### src/rtl/controller_sequencer_if.sv
// Host-side handshake and step-count bundle of the tanh-unit controller sequencer.
// The master drives start/hold/abort; the slave (the sequencer) drives count and status.
interface controller_sequencer_if;
    logic        start;
    logic        hold;
    logic        abort;
    logic [12:0] count;
    logic        enable;
    logic        done;
    logic        start_err;
    logic [15:0] stall_cycles;

    modport master (
        output start,
        output hold,
        output abort,
        input  count,
        input  enable,
        input  done,
        input  start_err,
        input  stall_cycles
    );

    modport slave (
        input  start,
        input  hold,
        input  abort,
        output count,
        output enable,
        output done,
        output start_err,
        output stall_cycles
    );
endinterface

### src/rtl/controller_sequencer.sv
// Step-count sequencer for one tanh-unit pass: start/done handshake, slot-boundary stall, abort.
// Optional hold-cycle counter enabled by defining SEQ_STALL_CNT_EN.
module controller_sequencer #(
    parameter logic [12:0] END_COUNT = 13'h100F
) (
    input  logic                   clk,
    input  logic                   rst_n,
    controller_sequencer_if.slave  seq_if
);

    localparam int unsigned CNT_W = 13;

    typedef enum logic [1:0] {StIdle, StRun, StHold, StDone} state_e;

    state_e           state_q;
    logic [CNT_W-1:0] count_q;
    logic             enable_q;
    logic             done_q;
    logic             start_err_q;
    // Start seen during the DONE cycle; launches RUN after the following IDLE cycle.
    logic             pending_q;

    logic slot_end;
    assign slot_end = (count_q[3:0] == 4'hF);

    always_ff @(posedge clk or negedge rst_n) begin
        if (!rst_n) begin
            state_q     <= StIdle;
            count_q     <= '0;
            enable_q    <= 1'b0;
            done_q      <= 1'b0;
            start_err_q <= 1'b0;
            pending_q   <= 1'b0;
        end else begin
            done_q      <= 1'b0;
            start_err_q <= 1'b0;
            unique case (state_q)
                StIdle: begin
                    // Abort is meaningless here, so start always wins.
                    if (seq_if.start || pending_q) begin
                        state_q   <= StRun;
                        count_q   <= '0;
                        enable_q  <= 1'b1;
                        pending_q <= 1'b0;
                    end
                end
                StRun: begin
                    if (seq_if.start) begin
                        start_err_q <= 1'b1;
                    end
                    if (seq_if.abort) begin
                        state_q  <= StIdle;
                        count_q  <= '0;
                        enable_q <= 1'b0;
                    end else if (count_q == END_COUNT) begin
                        state_q  <= StDone;
                        enable_q <= 1'b0;
                    end else if (slot_end && seq_if.hold) begin
                        // Phase F carries no strobe, so freezing here has no side effects.
                        state_q <= StHold;
                    end else begin
                        count_q <= count_q + 13'd1;
                    end
                end
                StHold: begin
                    if (seq_if.start) begin
                        start_err_q <= 1'b1;
                    end
                    if (seq_if.abort) begin
                        state_q  <= StIdle;
                        count_q  <= '0;
                        enable_q <= 1'b0;
                    end else if (!seq_if.hold) begin
                        state_q <= StRun;
                        count_q <= count_q + 13'd1;
                    end
                end
                StDone: begin
                    state_q <= StIdle;
                    done_q  <= 1'b1;
                    count_q <= '0;
                    if (seq_if.start) begin
                        pending_q <= 1'b1;
                    end
                end
                default: begin
                    state_q  <= StIdle;
                    count_q  <= '0;
                    enable_q <= 1'b0;
                end
            endcase
        end
    end

    assign seq_if.count     = count_q;
    assign seq_if.enable    = enable_q;
    assign seq_if.done      = done_q;
    assign seq_if.start_err = start_err_q;

`ifdef SEQ_STALL_CNT_EN
    logic [15:0] stall_q;
    logic        start_accept;

    assign start_accept = (state_q == StIdle) && (seq_if.start || pending_q);

    always_ff @(posedge clk or negedge rst_n) begin
        if (!rst_n) begin
            stall_q <= '0;
        end else if (start_accept) begin
            stall_q <= '0;
        end else if ((state_q == StHold) && (stall_q != 16'hFFFF)) begin
            stall_q <= stall_q + 16'd1;
        end
    end

    assign seq_if.stall_cycles = stall_q;
`else
    assign seq_if.stall_cycles = 16'h0;
`endif

endmodule

### src/flat_wrapper.sv
// flat-port wrapper written by rule: the top's interface ports become plain ports
module controller_sequencer_flat 
#(
    parameter logic [12:0] END_COUNT = 13'h100F
)
  (clk, rst_n, seq_if_start, seq_if_hold, seq_if_abort, seq_if_count, seq_if_enable, seq_if_done, seq_if_start_err, seq_if_stall_cycles);
  controller_sequencer_if seq_if_i ();
  input  logic clk;
  input  logic rst_n;
  input wire logic [$bits(seq_if_i.start)-1:0] seq_if_start;
  input wire logic [$bits(seq_if_i.hold)-1:0] seq_if_hold;
  input wire logic [$bits(seq_if_i.abort)-1:0] seq_if_abort;
  output wire logic [$bits(seq_if_i.count)-1:0] seq_if_count;
  output wire logic [$bits(seq_if_i.enable)-1:0] seq_if_enable;
  output wire logic [$bits(seq_if_i.done)-1:0] seq_if_done;
  output wire logic [$bits(seq_if_i.start_err)-1:0] seq_if_start_err;
  output wire logic [$bits(seq_if_i.stall_cycles)-1:0] seq_if_stall_cycles;
  assign seq_if_i.start = seq_if_start;
  assign seq_if_i.hold = seq_if_hold;
  assign seq_if_i.abort = seq_if_abort;
  assign seq_if_count = seq_if_i.count;
  assign seq_if_enable = seq_if_i.enable;
  assign seq_if_done = seq_if_i.done;
  assign seq_if_start_err = seq_if_i.start_err;
  assign seq_if_stall_cycles = seq_if_i.stall_cycles;
  controller_sequencer #(.END_COUNT(END_COUNT)) u_core (.clk(clk), .rst_n(rst_n), .seq_if(seq_if_i));
endmodule
### config.mk
export PLATFORM = sky130hd
export DESIGN_NAME = controller_sequencer_flat
export DESIGN_NICKNAME = d
export VERILOG_FILES = /design/src/rtl/controller_sequencer_if.sv /design/src/rtl/controller_sequencer.sv /design/src/flat_wrapper.sv
export SDC_FILE = /design/constraint.sdc
export NUM_CORES = 1
export LEC_CHECK = 0
export BUFFER_PORTS_ARGS = -buffer_cell sky130_fd_sc_hd__buf_2
export CAP_MARGIN = 20
export CORE_ASPECT_RATIO = 1.4
export CORE_UTILIZATION = 40
export CTS_CLUSTER_DIAMETER = 30
export DETAILED_ROUTE_END_ITERATION = 6
export RECOVER_POWER = 100
export SYNTH_ARGS = -nofsm -noshare
export SYNTH_HDL_FRONTEND = slang
export SYNTH_SLANG_ARGS = --single-unit
### constraint.sdc
create_clock -name clk -period 2.4 [get_ports clk]
set_clock_uncertainty 0.05 [all_clocks]
set_input_delay 0.36 -clock clk [delete_from_list [all_inputs] [get_ports clk]]
set_output_delay 0.36 -clock clk [all_outputs]
set_load 0.01 [all_outputs]
==> flow_summary.toml <==
[die]
dieArea_um2 = 3610
io_pins = 37
coreArea_um2 = 3150
die_h_um = 70.6
start_util = 0.427
fp-row-count = 24
die_w_um = 51.0

[detailed_routing]
drtPass1Iterations = 4
ant_nets = 0
postRouteWirelength_mm = 2.92
drc = 0
wl_per_cell_um = 15.2
routed_via_density = 5.77
drtIter0Drc = 26
vias = 1108

[logic_synthesis]
synthAdderAreaFrac = 0.0558
syn_area_um2 = 1350
synth-compound-area-share = 0.245
syn_inst = 137
ys_ff_latch = 19
syn_avg_cell_area_um2 = 9.83
yosysTopAreaCell = "dfrtp_1"
synthMuxAreaShare = 0.0232
synth_edf_count = 0
synth-simple-area-share = 0.178
synthArstFlopShare = 1.00
synth_top_area_share = 0.353
synth_xor_area_frac = 0
synth_top_family_by_area = "compound AO/OA/AOI/OAI gates"
ys.flop_type = "dfrtp_1"
synth_cell_type_count = 37
seq_area_frac_synth = 0.353
synth_warnings = 0
synth_area_leaders = "dfrtp_1 (35%), buf_4 (10%), o31ai_2 (7.4%)"

[cts]
cts_root_buffer = "clkbuf_8"
cts_resized = 0
cts.sinks = 19
numCtsBuffers = 3
hold_buffers = 0
htreeDepth = 1
cts_tree = "built"
insertion_delay_ns = 0.26
cts.clk_slew.worst_paths_ns = 0.07
cts_max_path_buffers = 2
cts_setup_buffers = 0

[sta]
rsz0062_at_grt = "no"
period_minus_slack_ns = 2.25
finalHoldViolCount = 0
finalCritPeriodShare = 0.937
slew_viol_final = 0
maxSlewHeadroom = 0.324
setup_tns_ns = 0
setup_viol = 0
timing.fmax_mhz = 445
setup_ws_ns = 0.151
tightest_slew_ns = 1.01

[critical_path]
cp_top_family = "simple AND/OR/NAND/NOR gates"
critPathRequiredTime_ns = 2.51
crit_fanout = 13
crit_buf_inv = 0
crit_chain = "ha_1, and3_4, and4_4, or4_4, o31ai_1"
cp_data_arrival_time_ns = 2.36
critPathMaxStageDelay_ns = 0.63
crit_path_top_delay_cell = "or4_4"
path_class = "flop to flop"
cp-start-kind = "flop"
cp-end-kind = "flop"

[place]
gp_congestion = 0.792
dp_hpwl_mm = 2.11
port-buffer-count = 20
dp_slack_ns = 0.128

[global_routing]
grt_usage = 0.170
grt_overflow = 0
antenna_found_initial = 0
grt_max_degree = 20
first_global_vias = 1005
grt_pass1_wl_mm = 4.71

[final_layout]
areaGrowthSynthToFinish_pct = 3.44
n_fill_cell = 340
utilization = 0.442
nets = 165
antenna_cells = 0
drive_gt1_frac = 0.105

[run]
cap_violations = 0

[power_and_ir_drop]
peakVddDrop_mv = 0.422
power.density_nw_per_um2 = 649
p_leak_nw = 0.607

[hold_path]
hold_path_class = "input pin to asynchronous set/reset pin"

[outcome]
status = "complete, no violations"
[through the flow]
step	total power, mW	hold slack, ns	instance area, um2	instances
global route	0.972	0.296	1390	192
detailed placement	0.702	0.283	1400	188
global placement	0.693	0.273	1400	188
finish	0.904	0.195	1390	192
floorplan	0.636	0.0144	1400	152
CTS	0.931	0.00101	1450	192
[worst register-to-register path, cell delays in order (launching register included)]
cell and delay (ns):
dfrtp_1 0.43, ha_1 0.26, and3_4 0.24, and4_4 0.25, or4_4 0.63, o31ai_1 0.28
[registers in the layout (all words and copies together), names as in the netlist]
register                 cells
u_core.pending_q             1
u_core.seq_if.start_err      1
u_core.seq_if.enable         1
u_core.seq_if.done           1
u_core.state_q               2
u_core.seq_if.count         13
[metal layers]
layer	track usage	routed length, um	vias to the layer above
met3	0.0194	105	7
li1	-	-	521
met1	0.205	1240	547
met2	0.297	1510	33
met5	0	0	-
met4	0.0741	61	0
[placed cells by master (no fill, tap or decap), types with 2 or more instances in the layout]
master	instances
o31ai_1	7
nor2_1	5
o41ai_1	11
nand4_1	3
o31ai_2	3
clkbuf_1	19
inv_1	5
nor2b_1	3
nor3_1	3
and3_1	4
a31oi_1	5
conb_1	16
clkbuf_8	3
dfrtp_1	19
and4_1	2
nand2_1	3
o21ai_0	5
buf_2	3
ha_1	6
a21oi_1	2
a41oi_1	2
mux2i_1	2
nand2b_1	2
nand3_1	6
[cells by family (layout without fill, tap and decap cells)]
family | Yosys count | in the layout
adder cells (fa/ha/maj) | 6 | 6
multiplexers | 3 | 3
buffers and inverters | 31 | 32
other | 1 | 16
AND/OR/NAND/NOR | 38 | 38
AO/OA/AOI/OAI | 39 | 39
flip-flops | 19 | 19
[cell type report]
class                      instances  area [um2]  share of cell area
multi-input combinational        102         709               0.509
tap                               39        48.8              0.0350
sequential                        19         475               0.341
clock buffer                       4        45.0              0.0323
timing repair buffer              23        95.1              0.0683
inverter                           5        18.8              0.0135
[final timing paths]
check                      slack [ns]  cells past startpoint                 endpoint              startpoint
max                              0.15                      5   u_core.seq_if.count[3]  u_core.seq_if.count[0]
min                              0.20                      1  u_core.seq_if.start_err                   rst_n
max reg2reg                      0.15                      5   u_core.seq_if.count[3]  u_core.seq_if.count[0]
min reg2reg                      0.49                      2     u_core.seq_if.enable    u_core.seq_if.enable
max in group asynchronous        1.49                      1        u_core.state_q[1]                   rst_n
min in group clk                 0.30                      2  u_core.seq_if.start_err            seq_if_start
[power breakdown]
group / total (mW) / internal, mW / switching (mW) / leakage, nW
Clock: 0.226 / 0.118 / 0.108 / 0.0228
Sequential: 0.387 / 0.355 / 0.0324 / 0.259
Combinational: 0.291 / 0.110 / 0.181 / 0.326
Total: 0.904 / 0.583 / 0.321 / 0.607
[synth_stat cells (2+ instances only)]
| master | count |
|---|---|
| nand3_1 | 6 |
| buf_4 | 18 |
| dfrtp_1 | 19 |
| and3_1 | 4 |
| nor3_1 | 3 |
| o21ai_0 | 5 |
| a41oi_1 | 2 |
| nand4_1 | 3 |
| and4_1 | 2 |
| mux2i_1 | 2 |
| nor2b_1 | 3 |
| o41ai_1 | 11 |
| clkbuf_1 | 6 |
| nand2_1 | 3 |
| a31oi_1 | 5 |
| o31ai_2 | 8 |
| o31ai_1 | 2 |
| a21oi_1 | 2 |
| nor2_1 | 5 |
| nand2b_1 | 2 |
| ha_1 | 6 |
| inv_1 | 5 |
No activity file was read; power rests on OpenSTA's default activity.
